[src/rtl/led_marquee.sv]
// 24-LED marquee driver: a prescaler paces display steps that hold, rotate
// or blink a pattern captured on a load strobe.
module led_marquee #(
  parameter int TICK_DIV = 25_000_000
) (
  input  logic        clk,
  input  logic        rst,
  input  logic        load,
  input  logic [23:0] pattern,
  input  logic [1:0]  mode,
  input  logic        en,
  output logic [23:0] led,
  output logic        step
);

  localparam int CW = (TICK_DIV > 1) ? $clog2(TICK_DIV) : 1;
  localparam logic [CW-1:0] LAST = CW'(TICK_DIV - 1);

  typedef enum logic {IDLE, RUN} state_t;
  typedef enum logic [1:0] {
    HOLD      = 2'b00,
    ROT_LEFT  = 2'b01,
    ROT_RIGHT = 2'b10,
    BLINK     = 2'b11
  } mode_t;

  state_t        state;
  mode_t         mode_reg;
  logic [CW-1:0] cnt;
  logic [23:0]   pat_reg;
  logic          phase_on;
  logic          tick;

  assign tick = (state == RUN) && en && (cnt == LAST);

  // A load always restarts the step period, so a coincident tick is dropped.
  always_ff @(posedge clk) begin
    if (rst) begin
      state    <= IDLE;
      cnt      <= '0;
      led      <= '0;
      step     <= 1'b0;
      pat_reg  <= '0;
      mode_reg <= HOLD;
      phase_on <= 1'b1;
    end else if (load) begin
      state    <= RUN;
      pat_reg  <= pattern;
      mode_reg <= mode_t'(mode);
      led      <= pattern;
      cnt      <= '0;
      phase_on <= 1'b1;
      step     <= 1'b0;
    end else if (state == IDLE) begin
      led  <= '0;
      step <= 1'b0;
      cnt  <= '0;
    end else begin
      step <= tick;
      if (en) begin
        cnt <= tick ? '0 : cnt + CW'(1);
      end
      if (tick) begin
        case (mode_reg)
          HOLD:      led <= led;
          ROT_LEFT:  led <= {led[22:0], led[23]};
          ROT_RIGHT: led <= {led[0], led[23:1]};
          BLINK: begin
            // The displayed value follows the phase after the toggle.
            phase_on <= ~phase_on;
            led      <= phase_on ? 24'h000000 : pat_reg;
          end
        endcase
      end
    end
  end

endmodule

[config.mk]
export PLATFORM = sky130hd
export DESIGN_NAME = led_marquee
export DESIGN_NICKNAME = d
export VERILOG_FILES = /design/src/rtl/led_marquee.sv
export SDC_FILE = /design/constraint.sdc
export NUM_CORES = 1
export LEC_CHECK = 0
export ABC_AREA = 1
export CORE_MARGIN = 4
export CORE_UTILIZATION = 40
export CTS_CLUSTER_DIAMETER = 80
export CTS_CLUSTER_SIZE = 10
export DETAILED_ROUTE_END_ITERATION = 6
export GPL_TIMING_DRIVEN = 0
export PLACE_DENSITY = 0.66
export REMOVE_ABC_BUFFERS = 1
export SYNTH_ARGS = -nofsm -noshare
export SYNTH_HDL_FRONTEND = slang
export SYNTH_SLANG_ARGS = --single-unit
[constraint.sdc]
create_clock -name clk -period 3.8 [get_ports clk]
set_clock_uncertainty 0.05 [all_clocks]
set_input_delay 0.38 -clock clk [delete_from_list [all_inputs] [get_ports clk]]
set_output_delay 0.38 -clock clk [all_outputs]
set_load 0.05 [all_outputs]
==> results of run 1 <==
-- where the power goes --
part           leakage, nW  total, mW  switching [mW]  internal (mW)
clock               0.0951      0.649           0.324          0.325
sequential           0.639      0.882          0.0306          0.852
combinational         1.18      0.280           0.175          0.105
total                 1.91       1.81           0.530           1.28
-- layer usage --
| metal | share of wire | global-route usage | up-vias |
|---|---|---|---|
| met1 | 0.46 | 0.218 | 1725 |
| met5 | 0 | 0 | - |
| li1 | - | - | 1978 |
| met4 | 0.0013 | 0.0307 | 0 |
| met2 | 0.49 | 0.302 | 85 |
| met3 | 0.050 | 0.0555 | 2 |
-- placed cells by master (no fill, tap or decap), drive strengths merged --
master and instances:
ha 1, a21boi 21, nor4 1, a21oi 31
clkinvlp 3, nand4 7, nand2 228, o22ai 2
xnor2 3, inv 28, dfxtp 78, nor3 3
nor2 106, bufinv 1, xor2 6, clkinv 5
nor3b 1, nand3b 3, o21ai 9, clkdlybuf4s50 54
a21o 1, a31oi 1, clkbuf 10, or2 3
nand3 41
-- final timing paths --
path | endpoint | slack, ps
worst max register to register | led[23] | 990
worst min register to register | pat_reg[8] | 420
worst min-delay path | pat_reg[8] | 420
worst max-delay path | mode_reg[1] | 630
-- kinds of logic (layout without fill, tap and decap cells) --
group | after synthesis | in the layout
AOI/OAI and AO/OA | 65 | 65
adders and majority gates | 1 | 1
DFF | 78 | 78
buffers and inverters | 55 | 101
xor gates and xnor gates | 9 | 9
and+or+nand+nor | 393 | 393
-- worst max-delay path: stages --
cell and delay, ps:
clkdlybuf4s50_1 1290, clkinv_1 1110, o21ai_0 440, a21oi_1 80
-- through the flow --
| step | power, mW | instances | instance area [µm²] | utilization |
|---|---|---|---|---|
| final | 1.81 | 780 | 4770 | 0.488 |
| after global routing | 1.90 | 780 | 4770 | 0.488 |
| after CTS | 1.83 | 780 | 4770 | 0.488 |
| after detailed placement | 1.18 | 764 | 4570 | 0.467 |
| after global placement | 1.18 | 764 | 4570 | 0.467 |
| after floorplan | 1.07 | 577 | 3860 | - |
-- layout make-up --
| cell class | instances | area share |
|---|---|---|
| Clock buffer | 10 | 0.0288 |
| Clock inverter | 6 | 0.0147 |
| Inverter | 31 | 0.0244 |
| Multi-Input combinational cell | 468 | 0.457 |
| Sequential cell | 78 | 0.327 |
| Tap cell | 133 | 0.0349 |
| Timing Repair Buffer | 54 | 0.113 |
==> impl_metrics.json, run 1 <==
{
  "slew_headroom": 0.175,
  "grt-ovfl-total": 0,
  "n_fill_cell": 1040,
  "drive_gt1_frac": 0.0850,
  "netlist_instances": 601,
  "yosysWarnings": 0,
  "synth_top_family_by_area": "simple AND/OR/NAND/NOR gates",
  "routed_wl_um": 9720,
  "slew_violations": 0,
  "clockBufferDepth": 2,
  "status": "complete, no violations",
  "r2r-start": "mode_reg[1]",
  "cap_violations": 0,
  "min_period_ps": 3170,
  "dr.pass1.iters": 4,
  "track_usage": 0.175,
  "multi_input_area_um2": 2180,
  "die_x_um": 108,
  "grt_pass1_vias": 3712,
  "hp-start": "pat_reg[8]",
  "final_antenna_net_count": 0,
  "ys_seq_elements": 78,
  "synthMuxAreaShare": 0,
  "ys.flop_type": "dfxtp_1",
  "cts_hold_buf": 0,
  "grt_pass1_wl_um": 16700,
  "reg2regPathDepth": 8,
  "synthTopCellsByCount": "224 x nand2_1, 78 x dfxtp_1, 75 x nor2_1",
  "synth_area_um2": 4000,
  "final.period_utilization": 0.835,
  "critPathLaunchType": "primary input",
  "vias": 3790,
  "arrival_ps": 3320,
  "finalNetCount": 673,
  "area_growth_pct": 19.4,
  "start_util": 0.409,
  "fp.dieH_um": 108,
  "final_hold_viol_count": 0,
  "critPathKind": "primary input to register",
  "path_clk_slew_ps": 90,
  "dieArea_um2": 11700,
  "numCtsBuffers": 9,
  "synthSimpleGateAreaFrac": 0.427,
  "synth_adder_area_share": 0.00313,
  "holdPathStages": 2,
  "critical_path.startpoint": "load",
  "hp-class": "register to register",
  "largest_register_ffs": 25,
  "yosysSeqAreaShare": 0.390,
  "pre_cts_ws_ps": 220,
  "yosys-top-cells-area": "dfxtp_1 39%, nand2_1 21%, nor2_1 7.0%, nand3_1 5.0%, nor2_2 4.2%",
  "synth_edf_count": 0,
  "peakVddDrop_v": 0.000266,
  "synth_xor_area_frac": 0.0197,
  "vias_per_cell": 4.86,
  "wl_per_cell_um": 12.5,
  "grt_max_degree": 43,
  "design.core.area_um2": 9770,
  "antenna_found_initial": 0,
  "rows": 36,
  "synth_async_sr_flop_share": 0,
  "hpwl_um": 6360,
  "drc": 0,
  "cp_max_fo": 28,
  "clk_latency_ps": 350,
  "cts-root-buf": "clkbuf_8",
  "rsz0062_at_grt": "false",
  "cts_setup_buffers": 0,
  "critPathCaptureType": "register",
  "antenna_cells": 0,
  "ys_types": 32,
  "regArea_um2": 1560,
  "powerDensity_nw_per_um2": 379,
  "gp_congestion": 0.815,
  "required_ps": 3940,
  "drtIter0Drc": 210,
  "tightest_slew_ps": 1230,
  "synth_top_area_frac": 0.390,
  "cts-htree-levels": 3,
  "hold_slack_ps": 416,
  "setup_slack_ps": 629,
  "cts_resized": 0,
  "avgSynthCellArea_um2": 6.65,
  "synth.most_common_cell": "nand2_1",
  "synth_top_cell_by_area": "dfxtp_1",
  "ioPinCount": 55,
  "setup_viol": 0,
  "cts_tree": "done",
  "cts.sinks": 78,
  "fmax_mhz": 315,
  "setup_tns_ps": 0,
  "leakage_nw": 1.91,
  "synth_compound_area_frac": 0.0961,
  "io_buffers": 54
}
(Power assumes the default switching activity.)
==> inputs of run 2 (changes only) <==
clock period = 3.25 ns   (was 3.8 ns; I/O delays follow)
==> run 2 against run 1 <==
Against the previous run: sequential power rose by 17%; worst hold slack did not move; critical path depth did not move; register-to-register slack got worse by 560 ps; sequential share of layout area barely moved; power rose by 17%; worst setup slack got worse by 330 ps; critical endpoint unchanged; largest power group unchanged; highest routed layer unchanged.
==> impl_metrics.json, run 2 (synthesis results as in run 1) <==
{
  "grt_pass1_wl_um": 16700,
  "wl_met2_um": 4730,
  "layout_commonest_cell": "nand2_1",
  "cts_tree": "done",
  "multi_input_area_um2": 2180,
  "final_antenna_net_count": 0,
  "rsz0062_at_grt": "false",
  "finalNetCount": 673,
  "clk_latency_ps": 350,
  "top_layer": "met4",
  "hp-class": "register to register",
  "area_growth_pct": 19.5,
  "n_fill_cell": 1041,
  "largest_register_ffs": 25,
  "track_usage": 0.175,
  "pre_cts_ws_ps": -275,
  "reg2regPathDepth": 8,
  "regArea_um2": 1560,
  "power_mw": 2.12,
  "final_hold_viol_count": 0,
  "antenna_cells": 0,
  "grt_max_degree": 43,
  "cts-htree-levels": 3,
  "layout_common_cells": "224 x nand2_1, 78 x dfxtp_1, 75 x nor2_1",
  "ioPinCount": 55,
  "slew_violations": 0,
  "cp_num_buf_inv": 2,
  "cp_slowest_stage_delay_ps": 1350,
  "cp_max_fo": 28,
  "cp_cell_sequence": "clkdlybuf4s50_1, clkinvlp_4, o21ai_0, a21oi_1",
  "numCtsBuffers": 9,
  "tightest_slew_ps": 1330,
  "cts-root-buf": "clkbuf_8",
  "arrival_ps": 3110,
  "dr_wl_met3_um": 473,
  "dpl.cell_count": 764,
  "rows": 36,
  "drt-met1-wl_um": 4510,
  "slew_headroom": 0.111,
  "fin_util": 0.489,
  "dr.pass1.iters": 4,
  "drive_gt1_frac": 0.0866,
  "cts_hold_buf": 0,
  "gp_congestion": 0.815,
  "die_x_um": 108,
  "fp.dieH_um": 108,
  "peakVddDrop_v": 0.000312,
  "final.period_utilization": 0.907,
  "start_util": 0.409,
  "hp-start": "pat_reg[8]",
  "holdPathStages": 2,
  "setup_slack_ps": 301,
  "routed_wl_um": 9730,
  "drc": 0,
  "critPathKind": "primary input to register",
  "cap_violations": 0,
  "dieArea_um2": 11700,
  "path_clk_slew_ps": 90,
  "status": "complete, no violations",
  "fmax_mhz": 339,
  "reg2reg_slack_ps": 430,
  "critPathLaunchType": "primary input",
  "grt-ovfl-total": 0,
  "stdcell_count": 780,
  "hold_slack_ps": 416,
  "io_buffers": 54,
  "leakage_nw": 1.91,
  "critical_path.top_delay_family": "buffers and inverters",
  "hpwl_um": 6360,
  "drtIter0Drc": 210,
  "vias": 3783,
  "r2r-start": "mode_reg[1]",
  "wl_per_cell_um": 12.5,
  "design.core.area_um2": 9770,
  "cts.sinks": 78,
  "clockBufferDepth": 2,
  "antenna_found_initial": 0,
  "grt_pass1_vias": 3712,
  "setup_viol": 0,
  "cpMaxStageDelayCell": "clkdlybuf4s50_1",
  "powerDensity_nw_per_um2": 443,
  "required_ps": 3410,
  "min_period_ps": 2950,
  "vias_per_cell": 4.85,
  "timing.rr.end": "led[23]",
  "hold_end": "pat_reg[8]",
  "critPathCaptureType": "register"
}
==> run 2: cell types whose count changed in the layout (fill, tap and decap cells not counted), sizes merged <==
cell	change
clkinv	-1
clkinvlp	+1
==> run 2: what timing repair did <==
action,4_1_cts,5_1_grt
setup buffers,0,0
endpoints found under the setup margin,0,1
gates resized for setup,0,1
==> run 2: layout make-up <==
| type | count | area share |
|---|---|---|
| sequential | 78 | 0.327 |
| clock buffer | 10 | 0.0288 |
| inverter | 31 | 0.0251 |
| clock inverter | 6 | 0.0147 |
| tap | 133 | 0.0348 |
| timing repair buffer | 54 | 0.113 |
| multi-input combinational | 468 | 0.457 |
==> run 2: report_power, final <==
group | switching [mW] | internal (mW)
clock | 0.379 | 0.380
combinational | 0.205 | 0.123
sequential | 0.0358 | 0.996
==> run 2: worst max path at each step <==
stage / cells after the start / end / startpoint
finish: 4 / mode_reg[1] / load
CTS: 4 / mode_reg[1] / load
detailed placement: 4 / mode_reg[1] / load
floorplan: 8 / led[14] / mode_reg[1]
global placement: 4 / mode_reg[1] / load
global route: 8 / led[12] / mode_reg[1]
==> run 2: per-stage QoR <==
step                      instance area [µm²]  setup TNS, ps
after floorplan                          3860              0
after global placement                   4570          -2630
after detailed placement                 4570          -2470
after CTS                                4770              0
after global routing                     4780              0
final                                    4780              0
==> run 2: worst min-delay path, delay by kind of cell, from the launching register on <==
kind,cells,cell delay (ps)
flip-flops,1,320
AND/OR/NAND/NOR,1,60
AO/OA/AOI/OAI,1,50
==> run 2: metal layers <==
layer | global-route usage | vias up
met1 | 0.218 | 1726
met5 | 0 | -
met3 | 0.0555 | 2
met2 | 0.302 | 78
met4 | 0.0307 | 0
li1 | - | 1977
==> inputs of run 3 (changes only) <==
MAX_ROUTING_LAYER = met4   (was default)
==> run 3 against run 2 <==
Against the previous run: sequential power about the same; combinational power about the same; cell area unchanged; non-clock buffer count unchanged; routed wire length about the same; count of clock-buffer cells in the layout unchanged; via count about the same; maximum frequency decreased by 0.53%; power about the same; worst setup slack got worse by 16 ps.
==> impl_metrics.json, run 3 (synthesis results as in run 1) <==
{
  "cp_num_buf_inv": 2,
  "die_x_um": 108,
  "fp.dieH_um": 108,
  "antenna_cells": 0,
  "final_antenna_net_count": 0,
  "power.net_switching_mw": 0.621,
  "status": "complete, no violations",
  "final_hold_viol_count": 0,
  "dpl.cell_count": 764,
  "final.period_utilization": 0.912,
  "hpwl_um": 6360,
  "stdcell_count": 780,
  "cts_tree": "done",
  "rows": 36,
  "antenna_found_initial": 0,
  "p_comb_frac": 0.155,
  "cpMaxStageDelayCell": "clkdlybuf4s50_1",
  "critical_path.startpoint": "load",
  "grt_pass1_wl_um": 16700,
  "hp-start": "pat_reg[5]",
  "powerDensity_nw_per_um2": 444,
  "arrival_ps": 3120,
  "ioPinCount": 55,
  "cts.sinks": 78,
  "slew_headroom": 0.106,
  "peakVddDrop_v": 0.000312,
  "required_ps": 3410,
  "critical_path.top_delay_family": "buffers and inverters",
  "rsz0062_at_grt": "false",
  "critPathKind": "primary input to register",
  "grt-ovfl-total": 0,
  "setup_viol": 0,
  "largest_register_ffs": 25,
  "design.core.area_um2": 9770,
  "clk_latency_ps": 350,
  "vias_per_cell": 4.85,
  "area_growth_pct": 19.5,
  "path_clk_slew_ps": 80,
  "cp_max_fo": 28,
  "dr.pass1.iters": 4,
  "track_usage": 0.180,
  "io_buffers": 54,
  "drc": 0,
  "power_frac_seq": 0.487,
  "hp-class": "register to register",
  "sw_frac_of_total": 0.293,
  "clockBufferDepth": 2,
  "gp_congestion": 0.827,
  "routed_wl_um": 9730,
  "cp_cell_sequence": "clkdlybuf4s50_1, clkinvlp_4, o21ai_0, a21oi_1",
  "grt_pass1_vias": 3711,
  "slew_violations": 0,
  "start_util": 0.409,
  "min_period_ps": 2960,
  "cap_violations": 0,
  "drtIter0Drc": 217,
  "r2r-start": "mode_reg[1]",
  "drive_gt1_frac": 0.0866,
  "dieArea_um2": 11700,
  "fmax_mhz": 337,
  "critPathCaptureType": "register",
  "critPathLaunchType": "primary input",
  "tightest_slew_ps": 1340,
  "power_frac_clock": 0.358,
  "grt_max_degree": 43,
  "layout_commonest_cell": "nand2_1",
  "leakage_nw": 1.91,
  "finalNetCount": 673,
  "wl_per_cell_um": 12.5,
  "internal_power_mw": 1.50,
  "setup_tns_ps": 0,
  "power_mw": 2.12,
  "vias": 3780,
  "layout_common_cells": "224 x nand2_1, 78 x dfxtp_1, 75 x nor2_1",
  "cts-htree-levels": 3,
  "cp_slowest_stage_delay_ps": 1360,
  "numCtsBuffers": 9,
  "cts-root-buf": "clkbuf_8"
}
## run 3: worst register-to-register path, delay by kind of cell, from the launching register on
family | cells | cell delay (ps)
AOI/OAI and AO/OA | 1 | 70
buffers and inverters | 1 | 650
DFF | 1 | 350
and+or+nand+nor | 6 | 1650
## run 3: metrics by stage
stage	setup WS [ps]	utilization	hold slack [ps]	cell area [µm²]
after floorplan	1310	-	344	3860
after global placement	-261	0.467	398	4570
after detailed placement	-275	0.467	403	4570
after CTS	98.4	0.488	415	4770
after global routing	157	0.489	433	4780
final	285	0.489	416	4780
## run 3: path summary, 6_finish.rpt
| check | to | slack, ps | depth (start not counted) |
|---|---|---|---|
| max reg2reg | led[23] | 430 | 8 |
| max | mode_reg[1] | 290 | 4 |
| min reg2reg | pat_reg[5] | 420 | 2 |
| min | pat_reg[5] | 420 | 2 |
## run 3: timing repair
action | in CTS | in global routing
endpoints found under the hold margin | 0 | 0
hold buffers | 0 | 0
gates resized for setup | 0 | 1
setup endpoints to repair | 0 | 1
buffers inserted | 0 | 0
## run 3: per-layer routing
| layer | vias to the layer above | part of all wire | global-route usage |
|---|---|---|---|
| li1 | 1978 | - | - |
| met1 | 1732 | 0.47 | 0.218 |
| met2 | 66 | 0.48 | 0.302 |
| met3 | 4 | 0.046 | 0.0555 |
| met4 | 0 | 0.0037 | 0.0307 |
| met5 | - | 0 | - |
## run 3: cell type report
cell class	count	area, µm²
Sequential cell	78	1560
Tap cell	133	166
Fill cell	1041	5000
Clock buffer	10	138
Multi-Input combinational cell	468	2180
Clock inverter	6	70.1
Inverter	31	120
Timing Repair Buffer	54	541
## run 3: power groups by stage
stage,sequential (mW),combinational [mW],clock [mW]
after detailed placement,1.05,0.329,0
after global routing,1.04,0.361,0.822
after floorplan,1.12,0.132,0
final,1.03,0.329,0.760
after global placement,1.05,0.326,0
after CTS,1.03,0.331,0.781
